--- config.mk ---
export PLATFORM = sky130hd
export DESIGN_NAME = seven_seg_readback
export DESIGN_NICKNAME = d
export VERILOG_FILES = /design/src/rtl/seven_seg_readback.sv
export SDC_FILE = /design/constraint.sdc
export NUM_CORES = 1
export LEC_CHECK = 0
export BUFFER_PORTS_ARGS = -buffer_cell sky130_fd_sc_hd__buf_2
export CAP_MARGIN = 25
export CORE_AREA = 2 2 101 103
export DETAILED_ROUTE_END_ITERATION = 7
export DIE_AREA = 0 0 103 105
export PLACE_DENSITY_LB_ADDON = 0.2
export SKIP_LAST_GASP = 1
export SLEW_MARGIN = 5
export SYNTH_ARGS = -nofsm -noshare
export SYNTH_HDL_FRONTEND = slang
export SYNTH_SLANG_ARGS = --single-unit
--- constraint.sdc ---
create_clock -name clk -period 4.48 [get_ports clk]
set_clock_uncertainty 0.2 [all_clocks]
set_input_delay 0.448 -clock clk [delete_from_list [all_inputs] [get_ports clk]]
set_output_delay 0.448 -clock clk [all_outputs]
set_load 0.02 [all_outputs]
--- src/rtl/seven_seg_readback.sv ---
// Receive side of the multiplexed 7-segment bus: syncs segment/anode pins, waits for a stable
// pattern, and decodes it back to a BCD digit per display position with validity ageing.
module seven_seg_readback #(
  parameter int unsigned N_DIGITS       = 4,
  parameter int unsigned STABLE_CYCLES  = 4,
  parameter int unsigned TIMEOUT_CYCLES = 65536
) (
  input  logic                          clk,
  input  logic                          rst_n,
  input  logic [7:0]                    seg_in,
  input  logic [N_DIGITS-1:0]           an_in,
  output logic [4*N_DIGITS-1:0]         digits_out,
  output logic [N_DIGITS-1:0]           dp_out,
  output logic [N_DIGITS-1:0]           digit_valid,
  output logic [N_DIGITS-1:0]           digit_err,
  output logic                          upd_stb,
  output logic [$clog2(N_DIGITS)-1:0]   upd_idx
);

  localparam int unsigned IW = $clog2(N_DIGITS);
  localparam int unsigned CW = $clog2(STABLE_CYCLES);
  localparam int unsigned AW = $clog2(TIMEOUT_CYCLES);
  localparam int unsigned SW = N_DIGITS + 8;
  localparam logic [CW-1:0] CNT_MAX = CW'(STABLE_CYCLES - 1);
  localparam logic [AW-1:0] AGE_MAX = AW'(TIMEOUT_CYCLES - 1);

  typedef enum logic [1:0] {IDLE, TRACK, HOLD} state_t;

  state_t                  state_q, state_d;
  logic [7:0]              seg_s1_q, seg_s2_q;
  logic [N_DIGITS-1:0]     an_s1_q, an_s2_q;
  logic [SW-1:0]           samp_q;
  logic [CW-1:0]           cnt_q, cnt_d;
  logic [4*N_DIGITS-1:0]   digits_q, digits_d;
  logic [N_DIGITS-1:0]     dp_q, dp_d, valid_q, valid_d, err_q, err_d;
  logic                    upd_stb_q, upd_stb_d;
  logic [IW-1:0]           upd_idx_q, upd_idx_d;
  logic [AW-1:0]           age_q [N_DIGITS];
  logic [AW-1:0]           age_d [N_DIGITS];

  logic                    changed, one_hot, capture, dec_err, dp_lit;
  logic [N_DIGITS-1:0]     an_low;
  logic [IW-1:0]           cap_idx;
  logic [3:0]              dec_digit;

  // Stability tracking and pattern decode
  always_comb begin
    changed = ({an_s2_q, seg_s2_q} != samp_q);
    an_low  = ~an_s2_q;
    one_hot = (an_low != '0) && ((an_low & (an_low - N_DIGITS'(1))) == '0);
    cnt_d   = changed ? '0 : ((cnt_q == CNT_MAX) ? cnt_q : cnt_q + CW'(1));

    cap_idx = '0;
    for (int unsigned i = 0; i < N_DIGITS; i++) begin
      if (!samp_q[8+i]) cap_idx = IW'(i);
    end

    dp_lit  = ~samp_q[0];
    dec_err = 1'b0;
    case (samp_q[7:1])
      7'h01:   dec_digit = 4'd0;
      7'h4F:   dec_digit = 4'd1;
      7'h12:   dec_digit = 4'd2;
      7'h06:   dec_digit = 4'd3;
      7'h4C:   dec_digit = 4'd4;
      7'h24:   dec_digit = 4'd5;
      7'h60:   dec_digit = 4'd6;
      7'h0F:   dec_digit = 4'd7;
      7'h00:   dec_digit = 4'd8;
      7'h0C:   dec_digit = 4'd9;
      default: begin
        dec_digit = 4'hF;
        dec_err   = 1'b1;
      end
    endcase
  end

  // A capture coinciding with a new synced pattern must not park in HOLD, or the
  // new pattern would never be seen as a change.
  always_comb begin
    state_d = state_q;
    capture = 1'b0;
    case (state_q)
      IDLE: begin
        if (one_hot) state_d = TRACK;
      end
      TRACK: begin
        if (cnt_q == CNT_MAX) begin
          capture = 1'b1;
          if (changed) state_d = one_hot ? TRACK : IDLE;
          else         state_d = HOLD;
        end else if (!one_hot) begin
          state_d = IDLE;
        end
      end
      HOLD: begin
        if (changed) state_d = one_hot ? TRACK : IDLE;
      end
      default: state_d = IDLE;
    endcase
  end

  always_comb begin
    digits_d  = digits_q;
    dp_d      = dp_q;
    err_d     = err_q;
    valid_d   = valid_q;
    upd_stb_d = 1'b0;
    upd_idx_d = upd_idx_q;
    for (int unsigned i = 0; i < N_DIGITS; i++) begin
      age_d[i] = (age_q[i] == AGE_MAX) ? age_q[i] : age_q[i] + AW'(1);
      if (age_q[i] == AGE_MAX) valid_d[i] = 1'b0;
    end
    if (capture) begin
      if ((digits_q[cap_idx*4 +: 4] != dec_digit) || (dp_q[cap_idx] != dp_lit) ||
          (err_q[cap_idx] != dec_err) || !valid_q[cap_idx]) begin
        upd_stb_d = 1'b1;
        upd_idx_d = cap_idx;
      end
      digits_d[cap_idx*4 +: 4] = dec_digit;
      dp_d[cap_idx]            = dp_lit;
      err_d[cap_idx]           = dec_err;
      valid_d[cap_idx]         = 1'b1;
      age_d[cap_idx]           = '0;
    end
  end

  always_ff @(posedge clk or negedge rst_n) begin
    if (!rst_n) begin
      state_q   <= IDLE;
      seg_s1_q  <= '1;
      seg_s2_q  <= '1;
      an_s1_q   <= '1;
      an_s2_q   <= '1;
      samp_q    <= '1;
      cnt_q     <= '0;
      digits_q  <= '0;
      dp_q      <= '0;
      err_q     <= '0;
      valid_q   <= '0;
      upd_stb_q <= 1'b0;
      upd_idx_q <= '0;
      for (int unsigned i = 0; i < N_DIGITS; i++) age_q[i] <= '0;
    end else begin
      state_q   <= state_d;
      seg_s1_q  <= seg_in;
      seg_s2_q  <= seg_s1_q;
      an_s1_q   <= an_in;
      an_s2_q   <= an_s1_q;
      samp_q    <= {an_s2_q, seg_s2_q};
      cnt_q     <= cnt_d;
      digits_q  <= digits_d;
      dp_q      <= dp_d;
      err_q     <= err_d;
      valid_q   <= valid_d;
      upd_stb_q <= upd_stb_d;
      upd_idx_q <= upd_idx_d;
      for (int unsigned i = 0; i < N_DIGITS; i++) age_q[i] <= age_d[i];
    end
  end

  assign digits_out  = digits_q;
  assign dp_out      = dp_q;
  assign digit_valid = valid_q;
  assign digit_err   = err_q;
  assign upd_stb     = upd_stb_q;
  assign upd_idx     = upd_idx_q;

endmodule
==> out/summary.txt, run 1 <==
Run status = finished, final reports clean
Die W = 103 um
R2r endpoint = upd_idx[1]$_DFFE_PN0P_
Core area = 9640 um^2
Number of diodes = 0
Detailed Routing Iterations Pass 1 = 4
Num Clock Sinks = 135
Die Ht = 105 um
Pin count of the biggest net entering global routing = 75
Remaining DRCs = 0
EDFF count, synth = 0
P&R area growth vs syn = 16.5%
Fmax = 334 MHz
Layout Cells excl Fill = 791
Final period util = 0.669
Detail Placement HPWL = 8.21 mm
Initial DRC count = 269
Gr usage total = 0.256
Final GP Congestion = 0.853
FF-to-FF path depth = 7
Grt ovf = 0
Power per Cell Area = 375 nW/um^2
Worst-Skew Late Latency = 530 ps
Min-delay worst type = reg -> reg
Fin Setup TNS = 0 ps
Number of port buffers = 44
Initial antenna violation count = 0
Fin. max-slew vios = 0
Ratio of cells with drive above 1 in the final layout = 0.196
Final Setup Violations = 0
Ys flop type = dfrtp_1
Synthesized area per cell = 10.4 um^2
Post-cts gate resize count = 0
Antenna-violating nets left = 0
Worst-Margin Slew = 871 ps
Initial Util = 0.642
Clock Tree Buf Depth = 2
CTS buffer count = 17
Count of unique library cells instantiated by Yosys = 59
Cells on Worst Hold Path = 0
Syn Inst Count = 594
VDD IR-drop max = 309 uV
DR vias = 4557
First-pass GRT wire length = 21.3 mm
CP endpoint kind = register
Critical Path AT = 3210 ps
Mapped Nets = 613
Setup CP Type = reg -> reg
FF+latch count, synth = 135
Placed Instances = 746
Site Rows = 36
Startpoint types = register
Final Hold Vio Count = 0
Worst R2R Setup Slack = 1480 ps
CTS H-tree lvls = 4
Ports = 45
Vias in the first global route = 4508
Die area = 10800 um^2
Clk root buf = clkbuf_8
Post-synth ARST share = 1.00
P_leak = 3.30 nW
CTS clk-pin slew, worst paths = 60 ps
Routed WL = 12.8 mm
Vias/cell = 5.76
Worst setup startpoint = samp_q[2]$_DFF_PN1_
Min-Delay Endpoint = seg_s2_q[3]$_DFF_PN1_
CP Max Fanout = 13
Post-layout min period = 3000 ps
Req. time, crit path = 4690 ps
CTS tree = yes
Post-Syn Area = 6190 um^2
Reg2reg start = samp_q[2]$_DFF_PN1_
Nets@finish = 664
Post-synthesis sequential area ratio = 0.553
Worst Hold Launch = seg_s1_q[3]$_DFF_PN1_
Worst rel slew slack = 0.417
Synth warnings = 0
Max-Cap Viols = 0
RSZ-0062 raised after global routing = no
WL per Instance = 16.1 um
[area by class of cell]
cell class | count | area [um^2]
Clock buffer | 21 | 472
Clock inverter | 11 | 110
Fill cell | 683 | 2430
Inverter | 6 | 22.5
Multi-Input combinational cell | 425 | 2630
Sequential cell | 135 | 3420
Tap cell | 133 | 166
Timing Repair Buffer | 60 | 388
[worst max path at each step]
| stage | endpoint | slack [ps] |
|---|---|---|
| after floorplan | upd_idx[0]$_DFFE_PN0P_ | 1670 |
| after global placement | upd_idx[0]$_DFFE_PN0P_ | 1560 |
| after detailed placement | upd_idx[1]$_DFFE_PN0P_ | 1470 |
| after CTS | upd_idx[1]$_DFFE_PN0P_ | 1480 |
| after global routing | upd_idx[1]$_DFFE_PN0P_ | 1390 |
| final | upd_idx[1]$_DFFE_PN0P_ | 1480 |
[cells in the final DEF, fill, tap and decap left out, types with 3 or more instances in the layout]
cell type      Yosys  routed
dfrtp_1           99      99
nor2_1            69      69
nand2_1           65      65
xor2_1            46      46
buf_2              3      43
dfstp_2           36      36
nand3_1           29      29
o21ai_0           29      29
a21oi_1           23      23
xnor2_1           19      19
nand4_1           18      18
nor3_1            18      18
clkbuf_16          0      18
mux2i_1           14      14
dlygate4sd3_1      0      13
and4_1             7       7
and2_1             7       7
and3_1             7       7
a31oi_1            7       7
nor4_1             7       7
inv_1              6       6
nor3b_1            5       5
ha_1               5       5
clkinv_4           0       5
or3_1              4       4
nor4b_1            3       3
o211a_1            3       3
inv_4              0       3
buf_4              0       3
[registers in the layout, indices dropped and copies added, names as in the netlist]
name         cells
dp_out           4
an_s1_q          4
digits_out      16
seg_s2_q         8
an_s2_q          4
digit_valid      4
digit_err        4
age_q           64
cnt_q            2
samp_q          12
seg_s1_q         8
state_q          2
upd_stb          1
upd_idx          2
[cells in the mapped netlist (all sizes together) (8+ instances only)]
cell type / instances / area (um^2)
a21oi: 23 / 115
a31oi: 8 / 65.1
and3: 8 / 51.3
and4: 8 / 71.3
clkbuf: 23 / 87.6
dfrtp: 99 / 2480
dfstp: 36 / 946
mux2i: 14 / 140
nand2: 65 / 244
nand3: 29 / 145
nand4: 18 / 113
nor2: 69 / 259
nor3: 18 / 90.1
nor4: 8 / 56.3
o21ai: 30 / 150
xnor2: 19 / 166
xor2: 46 / 403
[repair_timing]
action,CTS,global route
endpoints found under the hold margin,73,0
buffers inserted,0,0
hold buffers,13,0
[cell families after synthesis]
family	share of synthesized area
AOI/OAI and AO/OA	0.0819
DFF	0.553
xor gates and xnor gates	0.0920
and+or+nand+nor	0.209
buffers and inverters	0.0226
adders and majority gates	0.0101
muxes	0.0311
[critical path: stages (launching register included)]
cell and delay (ps):
dfstp_2 650, or4b_4 490, a311o_1 430, nand2_1 170, xor2_1 110, nor4_2 370, a31oi_4 140, mux2_4 310
[where the power goes]
group	switching, mW	internal [mW]
Sequential	0.0256	1.25
Combinational	0.0468	0.0332
Clock	0.534	0.811
Total	0.607	2.10
[through the flow]
step	area, um^2	total power, mW	setup slack [ps]	hold slack [ps]	utilization
after global placement	6500	1.36	1560	146	0.674
after global routing	7210	2.80	1390	155	0.748
after detailed placement	6500	1.37	1470	147	0.674
after CTS	7210	2.72	1480	150	0.748
after floorplan	6190	1.33	1670	-47.6	-
final	7210	2.70	1480	154	0.748
[per-layer routing]
layer | GRT usage | vias up | wire [um]
li1 | - | 2182 | -
met1 | 0.340 | 2236 | 5470
met2 | 0.401 | 117 | 6450
met3 | 0.0829 | 22 | 619
met4 | 0.0799 | 0 | 221
met5 | 0 | - | 0
Note: power is estimated with default switching activity, not from simulation.
==> inputs of run 2 (changes only) <==
--- a/config.mk
+++ b/config.mk
@@ -7,9 +7,9 @@
 export LEC_CHECK = 0
 export BUFFER_PORTS_ARGS = -buffer_cell sky130_fd_sc_hd__buf_2
 export CAP_MARGIN = 25
-export CORE_AREA = 2 2 101 103
+export CORE_AREA = 2 2 111 113
 export DETAILED_ROUTE_END_ITERATION = 7
-export DIE_AREA = 0 0 103 105
+export DIE_AREA = 0 0 113 115
 export PLACE_DENSITY_LB_ADDON = 0.2
 export SKIP_LAST_GASP = 1
 export SLEW_MARGIN = 5
==> constraint.sdc (replaced) <==
create_clock -name clk -period 2.7 [get_ports clk]
set_clock_uncertainty 0.2 [all_clocks]
set_input_delay 0.27 -clock clk [delete_from_list [all_inputs] [get_ports clk]]
set_output_delay 0.27 -clock clk [all_outputs]
set_load 0.02 [all_outputs]
==> run 2 against run 1 <==
  * The run now ends with design-rule violations, negative setup slack left
  * Non-clock buffer count rose by 18
  * Die area rose by 20%
  * Setup slack got worse by 1500 ps
  * Critical endpoint unchanged
  * Sequential power rose by 65%
  * Total power rose by 67%
  * Cell area rose by 2.5%
  * Register-to-register slack got worse by 1500 ps
  * Critical path depth did not move
  * Via count fell by 0.94%
  * Largest cell class unchanged
  * Clock-buffer cell count did not move
==> out/summary.txt, run 2 (synthesis results as in run 1) <==
Worst-Margin Slew = 618 ps (was 871 ps)
DR vias = 4514 (was 4557)
Vias in the first global route = 4527 (was 4508)
Fmax = 365 MHz (was 334 MHz)
Core area = 11800 um^2 (was 9640 um^2)
Routed wire length on met2 = 6.00 mm (was 6.45 mm)
CTS H-tree lvls = 4 (unchanged)
Power per Cell Area = 611 nW/um^2 (was 375 nW/um^2)
CTS clk-pin slew, worst paths = 60 ps (about the same)
Final setup margin = -42.0 ps (was 1480 ps)
Worst Hold Launch = seg_s1_q[1]$_DFF_PN1_ (was seg_s1_q[3]$_DFF_PN1_)
Final period util = 1.02 (was 0.669)
Worst rel slew slack = 0.588 (was 0.417)
Die W = 113 um (was 103 um)
Final GP Congestion = 0.824 (was 0.853)
Setup CP Type = reg -> reg (unchanged)
Detail Placement HPWL = 8.56 mm (was 8.21 mm)
Ratio of cells with drive above 1 in the final layout = 0.222 (was 0.196)
Failing checks = design-rule violations, negative setup slack
Cells on Worst Hold Path = 0 (unchanged)
Req. time, crit path = 2800 ps (was 4690 ps)
Max reg flops = 64 (unchanged)
Placement-stage cell area = 6660 um^2 (was 6500 um^2)
Clk root buf = clkbuf_16 (was clkbuf_8)
CTS buffer count = 17 (unchanged)
Site Rows = 40 (was 36)
Vias/cell = 5.48 (was 5.76)
Share of power burned in registers = 0.467 (was 0.473)
Num Clock Sinks = 135 (unchanged)
Remaining DRCs = 5 (was 0)
Switching share of power = 0.227 (was 0.225)
FF-to-FF path depth = 7 (unchanged)
Sw Pwr = 1.02 mW (was 607 uW)
Clk pwr share = 0.498 (about the same)
Worst-Skew Late Latency = 420 ps (was 530 ps)
First-pass GRT wire length = 21.7 mm (was 21.3 mm)
Logic pwr share = 0.035 (was 0.030)
Grt ovf = 0 (unchanged)
Number of port buffers = 44 (unchanged)
Clock Tree Buf Depth = 2 (unchanged)
Commonest non-fill, non-tap cells in the layout = 99 x dfrtp_1, 69 x nor2_1, 64 x nand2_1 (was 99 x dfrtp_1, 69 x nor2_1, 65 x nand2_1)
R2r endpoint = upd_idx[1]$_DFFE_PN0P_ (unchanged)
Fin Setup TNS = -83.9 ps (was 0 ps)
Max-Cap Viols = 0 (unchanged)
P&R area growth vs syn = 19.3% (was 16.5%)
CP Max Fanout = 4 (was 13)
WL per Instance = 15.3 um (was 16.1 um)
Fin. max-slew vios = 0 (unchanged)
Critical Path AT = 2840 ps (was 3210 ps)
CP endpoint kind = register (unchanged)
CTS tree = yes (unchanged)
Die area = 13000 um^2 (was 10800 um^2)
Die Ht = 115 um (was 105 um)
Most common cell after layout, fill and taps aside = dfrtp_1 (unchanged)
VDD IR-drop max = 439 uV (was 309 uV)
Antenna-violating nets left = 0 (unchanged)
Met3 Wirelength = 346 um (was 619 um)
Routed WL = 12.6 mm (was 12.8 mm)
DR top layer = met4 (unchanged)
Initial Util = 0.524 (was 0.642)
Finished Cell Area = 7390 um^2 (was 7210 um^2)
Met1 Wirelength = 5.98 mm (was 5.47 mm)
Min-delay worst type = reg -> reg (unchanged)
Post-layout min period = 2740 ps (was 3000 ps)
Detailed Routing Iterations Pass 1 = 6 (was 4)
Nets@finish = 682 (was 664)
Pin count of the biggest net entering global routing = 50 (was 75)
Reg2reg start = samp_q[2]$_DFF_PN1_ (unchanged)
Worst R2R Setup Slack = -40 ps (was 1480 ps)
Initial antenna violation count = 0 (unchanged)
RSZ-0062 raised after global routing = yes (was no)
Number of diodes = 0 (unchanged)
Min-Delay Endpoint = seg_s2_q[1]$_DFF_PN1_ (was seg_s2_q[3]$_DFF_PN1_)
Pint = 3.49 mW (was 2.10 mW)
Gr usage total = 0.210 (was 0.256)
Final Setup Violations = 2 (was 0)
Run status = finished, violations left (was finished, final reports clean)
Largest Register = age_q (unchanged)
Ports = 45 (unchanged)
Startpoint types = register (unchanged)
Final Hold Vio Count = 0 (unchanged)
Initial DRC count = 272 (was 269)
P_leak = 3.40 nW (was 3.30 nW)
run 2: changes by cell type in the layout (fill, tap and decap cells not counted), moves of 2 or more:
cell	delta
clkinv_4	-2
buf_4	+17
clkbuf_16	+2
clkinv_2	+3
run 2: power groups by stage:
| stage | Combinational (mW) | Clock (mW) | Sequential [mW] |
|---|---|---|---|
| floorplan | 0.0803 | 0 | 2.12 |
| global placement | 0.140 | 0 | 2.14 |
| detailed placement | 0.143 | 0 | 2.14 |
| CTS | 0.159 | 2.29 | 2.11 |
| global route | 0.175 | 2.38 | 2.11 |
| finish | 0.156 | 2.25 | 2.11 |
run 2: what timing repair did:
action	4_1_cts	5_1_grt
endpoints found under the setup margin	2	2
hold buffers	13	0
setup buffers	1	0
endpoints found under the hold margin	44	0
resized for setup	1	1
run 2: metrics by stage:
stage                     worst slack, ps  std cells  hold WS [ps]  utilization  power (mW)
after floorplan                      6.29        594          -226            -        2.20
after global placement              -7.84        777           128        0.564        2.28
after detailed placement            -38.3        777           134        0.564        2.29
after CTS                           -37.3        823           158        0.625        4.56
after global routing                 -134        823           161        0.625        4.67
final                               -42.0        823           157        0.625        4.51
run 2: worst max path at each step:
stage / end / slack [ps] / depth (start not counted) / startpoint
6_report: upd_idx[1]$_DFFE_PN0P_ / -40 / 7 / samp_q[2]$_DFF_PN1_
5_1_grt: upd_idx[0]$_DFFE_PN0P_ / -130 / 7 / samp_q[2]$_DFF_PN1_
4_1_cts: upd_idx[0]$_DFFE_PN0P_ / -40 / 7 / samp_q[2]$_DFF_PN1_
3_5_place_dp: upd_idx[0]$_DFFE_PN0P_ / -40 / 7 / samp_q[2]$_DFF_PN1_
3_3_place_gp: upd_idx[0]$_DFFE_PN0P_ / -8 / 7 / samp_q[2]$_DFF_PN1_
2_1_floorplan: upd_idx[0]$_DFFE_PN0P_ / 6 / 8 / samp_q[4]$_DFF_PN1_
run 2: worst max-delay path, stage by stage, from the launching register on:
cell and delay (ps):
dfstp_2 530, or4b_4 470, a311o_1 450, o311ai_4 110
and4_4 270, nor4_2 50, a31oi_4 230, mux2_4 310
run 2: cell type report:
cell class	count	area (um^2)
multi-input cells	425	2640
well taps	147	184
fillers	930	4420
flip-flops and latches	135	3420
inverters	6	22.5
clock inverters	11	80.1
clock buffers	21	504
repair buffers	78	536
run 2: metal layers:
| layer | vias to the layer above | global-route usage |
|---|---|---|
| li1 | 2209 | - |
| met1 | 2212 | 0.279 |
| met2 | 67 | 0.339 |
| met3 | 26 | 0.0453 |
| met4 | 0 | 0.0886 |
| met5 | - | 0 |
